--- src/rtl/ws2812_rx.sv ---
// ws2812_rx: pulse-width decoder for a WS2812-style single-wire LED line.
// Each high pulse is classified by its length as a 0 or 1 bit. Bits are
// assembled MSB-first into pixels, and a long low gap ends the frame.
// Optional daisy-chain forwarding is enabled with the macro WS2812_RX_FORWARD_EN.
//
// state    | meaning
// ---------+------------------------------------------------------------
// WAIT_GAP | out of sync: wait for RESET_CYCLES consecutive low samples
// IDLE     | in sync, between frames: wait for a rising edge
// HIGH     | measuring a high pulse
// LOW      | between bits: wait for the next pulse or the frame gap
module ws2812_rx #(
    parameter int CHANNELS      = 3,
    parameter int BITPERCHANNEL = 8,
    parameter int INDEXWIDTH    = 8,
    parameter int MIN_HIGH      = 3,
    parameter int BIT_THRESH    = 15,
    parameter int MAX_HIGH      = 30,
    parameter int RESET_CYCLES  = 1250,
    localparam int PIXELWIDTH   = CHANNELS * BITPERCHANNEL
) (
    input  logic                  clk,
    input  logic                  reset,
    input  logic                  din,
    output logic [PIXELWIDTH-1:0] pixel_o,
    output logic                  pixel_valid_o,
    output logic [INDEXWIDTH-1:0] pixel_index_o,
    output logic                  frame_done_o,
    output logic                  error_o,
    output logic                  dout_o
);

    localparam int HCW = $clog2(MAX_HIGH + 2);
    localparam int LCW = $clog2(RESET_CYCLES + 1);
    localparam int BCW = $clog2(PIXELWIDTH + 1);

    localparam logic [HCW-1:0] HIGH_SAT = HCW'(MAX_HIGH + 1);
    localparam logic [HCW-1:0] MIN_H    = HCW'(MIN_HIGH);
    localparam logic [HCW-1:0] THRESH_H = HCW'(BIT_THRESH);
    localparam logic [LCW-1:0] LOW_SAT  = LCW'(RESET_CYCLES);
    localparam logic [BCW-1:0] BIT_LAST = BCW'(PIXELWIDTH - 1);

`ifdef WS2812_RX_FORWARD_EN
    localparam bit FWD_EN = 1'b1;
`else
    localparam bit FWD_EN = 1'b0;
`endif

    typedef enum logic [1:0] {WAIT_GAP, IDLE, HIGH, LOW} state_t;

    state_t                  state_q, state_d;
    logic                    din_meta, din_s;
    logic [HCW-1:0]          high_cnt_q, high_cnt_d;
    logic [LCW-1:0]          low_cnt_q, low_cnt_d;
    logic [BCW-1:0]          bit_cnt_q, bit_cnt_d;
    logic [PIXELWIDTH-1:0]   shift_q, shift_d;
    logic [INDEXWIDTH-1:0]   index_q, index_d;
    logic                    fwd_q, fwd_d;
    logic [PIXELWIDTH-1:0]   pixel_q, pixel_d;
    logic [INDEXWIDTH-1:0]   pidx_q, pidx_d;
    logic                    valid_q, valid_d;
    logic                    done_q, done_d;
    logic                    err_q, err_d;

    // Two-flop synchroniser for the asynchronous line.
    always_ff @(posedge clk) begin
        if (reset) begin
            din_meta <= 1'b0;
            din_s    <= 1'b0;
        end else begin
            din_meta <= din;
            din_s    <= din_meta;
        end
    end

    // State, counters and registered outputs.
    always_ff @(posedge clk) begin
        if (reset) begin
            state_q    <= WAIT_GAP;
            high_cnt_q <= '0;
            low_cnt_q  <= '0;
            bit_cnt_q  <= '0;
            shift_q    <= '0;
            index_q    <= '0;
            fwd_q      <= 1'b0;
            pixel_q    <= '0;
            pidx_q     <= '0;
            valid_q    <= 1'b0;
            done_q     <= 1'b0;
            err_q      <= 1'b0;
        end else begin
            state_q    <= state_d;
            high_cnt_q <= high_cnt_d;
            low_cnt_q  <= low_cnt_d;
            bit_cnt_q  <= bit_cnt_d;
            shift_q    <= shift_d;
            index_q    <= index_d;
            fwd_q      <= fwd_d;
            pixel_q    <= pixel_d;
            pidx_q     <= pidx_d;
            valid_q    <= valid_d;
            done_q     <= done_d;
            err_q      <= err_d;
        end
    end

    // Next-state, pulse classification and strobe generation.
    always_comb begin
        state_d    = state_q;
        high_cnt_d = high_cnt_q;
        low_cnt_d  = low_cnt_q;
        bit_cnt_d  = bit_cnt_q;
        shift_d    = shift_q;
        index_d    = index_q;
        fwd_d      = fwd_q;
        pixel_d    = pixel_q;
        pidx_d     = pidx_q;
        valid_d    = 1'b0;
        done_d     = 1'b0;
        err_d      = 1'b0;
        case (state_q)
            WAIT_GAP: begin
                if (din_s) begin
                    low_cnt_d = '0;
                end else begin
                    low_cnt_d = low_cnt_q + LCW'(1);
                    if (low_cnt_d == LOW_SAT) begin
                        state_d   = IDLE;
                        low_cnt_d = '0;
                    end
                end
            end
            IDLE: begin
                if (din_s) begin
                    state_d    = HIGH;
                    high_cnt_d = HCW'(1);
                end
            end
            HIGH: begin
                if (din_s) begin
                    if (high_cnt_q != HIGH_SAT)
                        high_cnt_d = high_cnt_q + HCW'(1);
                    // While forwarding, later pulses are not error-checked.
                    if (high_cnt_d == HIGH_SAT && !fwd_q) begin
                        err_d     = 1'b1;
                        state_d   = WAIT_GAP;
                        low_cnt_d = '0;
                        bit_cnt_d = '0;
                        index_d   = '0;
                    end
                end else if (fwd_q) begin
                    state_d   = LOW;
                    low_cnt_d = LCW'(1);
                end else if (high_cnt_q < MIN_H) begin
                    // The falling sample is already the first low of the gap.
                    err_d     = 1'b1;
                    state_d   = WAIT_GAP;
                    low_cnt_d = LCW'(1);
                    bit_cnt_d = '0;
                    index_d   = '0;
                end else begin
                    state_d   = LOW;
                    low_cnt_d = LCW'(1);
                    shift_d   = {shift_q[PIXELWIDTH-2:0], (high_cnt_q >= THRESH_H)};
                    if (bit_cnt_q == BIT_LAST) begin
                        pixel_d   = shift_d;
                        pidx_d    = index_q;
                        index_d   = index_q + INDEXWIDTH'(1);
                        bit_cnt_d = '0;
                        valid_d   = 1'b1;
                        fwd_d     = FWD_EN;
                    end else begin
                        bit_cnt_d = bit_cnt_q + BCW'(1);
                    end
                end
            end
            LOW: begin
                if (din_s) begin
                    state_d    = HIGH;
                    high_cnt_d = HCW'(1);
                end else begin
                    if (low_cnt_q != LOW_SAT)
                        low_cnt_d = low_cnt_q + LCW'(1);
                    if (low_cnt_d == LOW_SAT) begin
                        done_d    = 1'b1;
                        err_d     = (bit_cnt_q != '0);
                        state_d   = IDLE;
                        index_d   = '0;
                        bit_cnt_d = '0;
                        fwd_d     = 1'b0;
                    end
                end
            end
            default: state_d = WAIT_GAP;
        endcase
    end

    assign pixel_o       = pixel_q;
    assign pixel_index_o = pidx_q;
    assign pixel_valid_o = valid_q;
    assign frame_done_o  = done_q;
    assign error_o       = err_q;

`ifdef WS2812_RX_FORWARD_EN
    assign dout_o = fwd_q & din_s;
`else
    assign dout_o = 1'b0;
`endif

endmodule

--- config.mk ---
export PLATFORM = sky130hd
export DESIGN_NAME = ws2812_rx
export DESIGN_NICKNAME = d
export VERILOG_FILES = /design/src/rtl/ws2812_rx.sv
export SDC_FILE = /design/constraint.sdc
export NUM_CORES = 1
export LEC_CHECK = 0
export ABC_AREA = 1
export BUFFER_PORTS_ARGS = -buffer_cell sky130_fd_sc_hd__buf_2
export CAP_MARGIN = 30
export CORE_MARGIN = 5
export CORE_UTILIZATION = 45
export DETAILED_ROUTE_END_ITERATION = 6
export GPL_TIMING_DRIVEN = 1
export PLACE_DENSITY_LB_ADDON = 0.1
export SLEW_MARGIN = 30
export SYNTH_ARGS = -nofsm -noshare
export SYNTH_HDL_FRONTEND = slang
export SYNTH_SLANG_ARGS = --single-unit
--- constraint.sdc ---
create_clock -name clk -period 1.74 [get_ports clk]
set_input_delay 0.348 -clock clk [delete_from_list [all_inputs] [get_ports clk]]
set_output_delay 0.348 -clock clk [all_outputs]
set_load 0.02 [all_outputs]
==> impl_metrics.env <==
export IMPL_nFillCells=876
export IMPL_ant_nets=0
export IMPL_cts_tree="yes"
export IMPL_max_freq_mhz=514
export IMPL_clkTransAtPathRegs_ps=100
export IMPL_die_y_um=108
export IMPL_cts_root_buf="clkbuf_8"
export IMPL_crit_path_end="low_cnt_q[4]$_SDFFE_PP0P_"
export IMPL_drv_slew=0
export IMPL_crit_cells=13
export IMPL_die_w_um=108
export IMPL_synth_lib_cells_used_distinct=34
export IMPL_hpwl_um=7310
export IMPL_status="finished, violations left"
export IMPL_grt_pass1_vias=4077
export IMPL_ir_drop_v=0.000533
export IMPL_wire_per_inst_um=12.6
export IMPL_ys_flop_type="dfxtp_1"
export IMPL_hold_viol=0
export IMPL_setup_tns_ps=-4750
export IMPL_pwr_share_seq_pct=54.8
export IMPL_crit_slowest_cell="dfxtp_2"
export IMPL_min_path_type="input pin to flop"
export IMPL_ys_warn_count=0
export IMPL_drive_above_1_share_pct=27.9
export IMPL_ys_seq_area_share_pct=42.0
export IMPL_async_reset_ff_share_pct=0
export IMPL_core_mm2=0.00933
export IMPL_intPower_w=0.00286
export IMPL_place_ws_ps=-246
export IMPL_cp_end_kind="flop"
export IMPL_rsz0062_at_grt="true"
export IMPL_cts_htree_levels=3
export IMPL_reg2reg_depth=13
export IMPL_crit_buf_inv=3
export IMPL_clk_path_buf_depth=2
export IMPL_register_area_mm2=0.00184
export IMPL_postSynthAreaPerCell_um2=6.86
export IMPL_mostFrequentLayoutCells="141 x nand2_1, 108 x nor2_1, 85 x dfxtp_1"
export IMPL_min_period_ps=1950
export IMPL_wirelength_um=10900
export IMPL_synth_fp_nets=642
export IMPL_antenna_cells=0
export IMPL_ff2ff_setup_slack_ps=-210
export IMPL_critPathRequiredTime_ps=2040
export IMPL_drt_initial_drc_count=187
export IMPL_first_pass_iters=4
export IMPL_period_share_pct=112
export IMPL_fin_nets=739
export IMPL_min_from="din"
export IMPL_drc=0
export IMPL_setup_viol=28
export IMPL_vias=4280
export IMPL_clk_latency_ps=370
export IMPL_crit_path_max_fanout=5
export IMPL_fin_ws_ps=-207
export IMPL_multiInputGateArea_mm2=0.00241
export IMPL_dieArea_mm2=0.0117
export IMPL_grt_max_degree=35
export IMPL_grt_overflow=0
export IMPL_netSwitchingFraction_pct=25.4
export IMPL_start_util_pct=46.5
export IMPL_rows=35
export IMPL_r2r_start="high_cnt_q[0]$_SDFFE_PP0P_"
export IMPL_p_clk_share_pct=40.5
export IMPL_max_stage_delay_ps=370
export IMPL_cp_cell_sequence="ha_4, nand2_4, inv_4, nand3_4, o21ai_2, nand2_1, nor2_2, nand2_4, a21oi_4, buf_6, buf_6, o21ai_1, a21oi_1"
export IMPL_place_congestion=0.926
export IMPL_syn_area_mm2=0.00433
export IMPL_layout_commonest_cell="nand2_1"
export IMPL_path_class="flop to flop"
export IMPL_ios=39
export IMPL_synth_edf_count=0
export IMPL_cts_sinks=91
export IMPL_cp_startpoint="high_cnt_q[0]$_SDFFE_PP0P_"
export IMPL_port_buffers=37
export IMPL_grt_usage_pct=19.1
export IMPL_cp_top_family="compound AO/OA/AOI/OAI gates"
export IMPL_syn2layout_area_growth_pct=31.6
export IMPL_startpoint_type="flop"
export IMPL_switchingPower_w=0.000974
export IMPL_comb_power_share_pct=4.7
export IMPL_violations="negative setup slack"
export IMPL_cts_buffers=9
export IMPL_cellPowerDensity_mw_per_mm2=673
export IMPL_maxCapViolCount=0
export IMPL_grt_first_pass_wirelength_um=18200
export IMPL_synthCells=632
export IMPL_reg2reg_to="low_cnt_q[4]$_SDFFE_PP0P_"
export IMPL_leakage_nw=2.60
export IMPL_viasPerCell=4.96
export IMPL_total_power_w=0.00384
export IMPL_antenna_found_initial=0
export IMPL_worstPathArrival_ps=2250
export IMPL_synth_seq_cells=91
export IMPL_fin_skew_ps=14.5
export IMPL_holdBufCountCts=0
[synthesized netlist by cell type (all sizes together) (2+ instances only)]
cell | instances | area share [%]
a211oi | 2 | 0.35
a21oi | 39 | 4.5
buf | 13 | 2.0
clkbuf | 12 | 1.0
dfxtp | 91 | 42
ha | 7 | 2.0
inv | 51 | 4.4
nand2 | 158 | 14
nand3 | 59 | 7.2
nand3b | 3 | 0.52
nand4 | 6 | 0.87
nor2 | 124 | 12
nor3 | 5 | 0.58
o21ai | 48 | 6.1
o21bai | 3 | 0.78
or2 | 3 | 0.43
xor2 | 4 | 0.81
[final cells by class]
cell class                      instances  area share, %
Timing Repair Buffer                  110           15.1
Multi-Input combinational cell        464           42.3
Timing Repair inverter                  1          0.154
Tap cell                              129           2.83
Clock inverter                          7           1.71
Clock buffer                            9           2.17
Sequential cell                        91           32.2
Inverter                               52           3.55
[worst min-delay path, stage by stage]
cell and delay (ps):
buf_2 90, inv_1 40, nor2_1 30
[power groups by stage]
stage               clock (W)  sequential (W)  combinational (W)
floorplan                   0         0.00215           0.000103
global placement            0         0.00215           0.000159
detailed placement          0         0.00215           0.000162
CTS                   0.00161         0.00210           0.000170
global route          0.00170         0.00210           0.000201
finish                0.00156         0.00210           0.000181
[through the flow]
stage	hold WS [ps]	cells	cell area [µm²]	util [%]
after floorplan	388	632	4370	-
after global placement	392	832	5120	54.8
after detailed placement	402	832	5120	54.8
after CTS	167	853	5520	59.2
after global routing	187	863	5710	61.2
final	175	863	5710	61.2
[per-layer routing]
layer	GRT usage (%)	vias to the layer above	part of all wire [%]	routed length, µm
met2	32.6	72	48	5190
met1	24.4	1970	47	5140
li1	-	2222	-	-
met5	0	-	0	0
met4	6.85	0	1.7	182
met3	2.93	16	3.2	346
[worst min-delay path by stage]
stage / to / slack, ps / cells after the start
final: din_meta$_SDFF_PP0_ / 180 / 3
after global routing: din_meta$_SDFF_PP0_ / 190 / 3
after CTS: din_meta$_SDFF_PP0_ / 170 / 3
after detailed placement: din_s$_SDFF_PP0_ / 400 / 2
after global placement: din_s$_SDFF_PP0_ / 390 / 2
after floorplan: din_s$_SDFF_PP0_ / 390 / 2
[kinds of logic (layout without fill, tap and decap cells)]
family	count (synthesis)	count (layout)	share of synthesized area, %
AO/OA/AOI/OAI	94	94	12.1
XOR/XNOR	4	4	0.808
adder cells (fa/ha/maj)	7	7	2.02
buffers and inverters	77	179	7.51
flip-flops	91	91	42.0
other	1	1	0.0865
AND/OR/NAND/NOR	358	358	35.4
[flip-flops by register name, summed over array words and instances, names as in the netlist]
name and flops:
high_cnt_q 5, pixel_index_o 8, din_s 1, din_meta 1, shift_q 23, pixel_o 24
error_o 1, low_cnt_q 11, bit_cnt_q 5, pixel_valid_o 1, state_q 2, frame_done_o 1
index_q 8
[timing repair]
action,in CTS,in global routing
pin swaps,19,15
endpoints found under the setup margin,61,72
cloned,1,1
gates resized for setup,47,36
setup buffers,4,10
No activity file was read; power rests on OpenSTA's default activity.
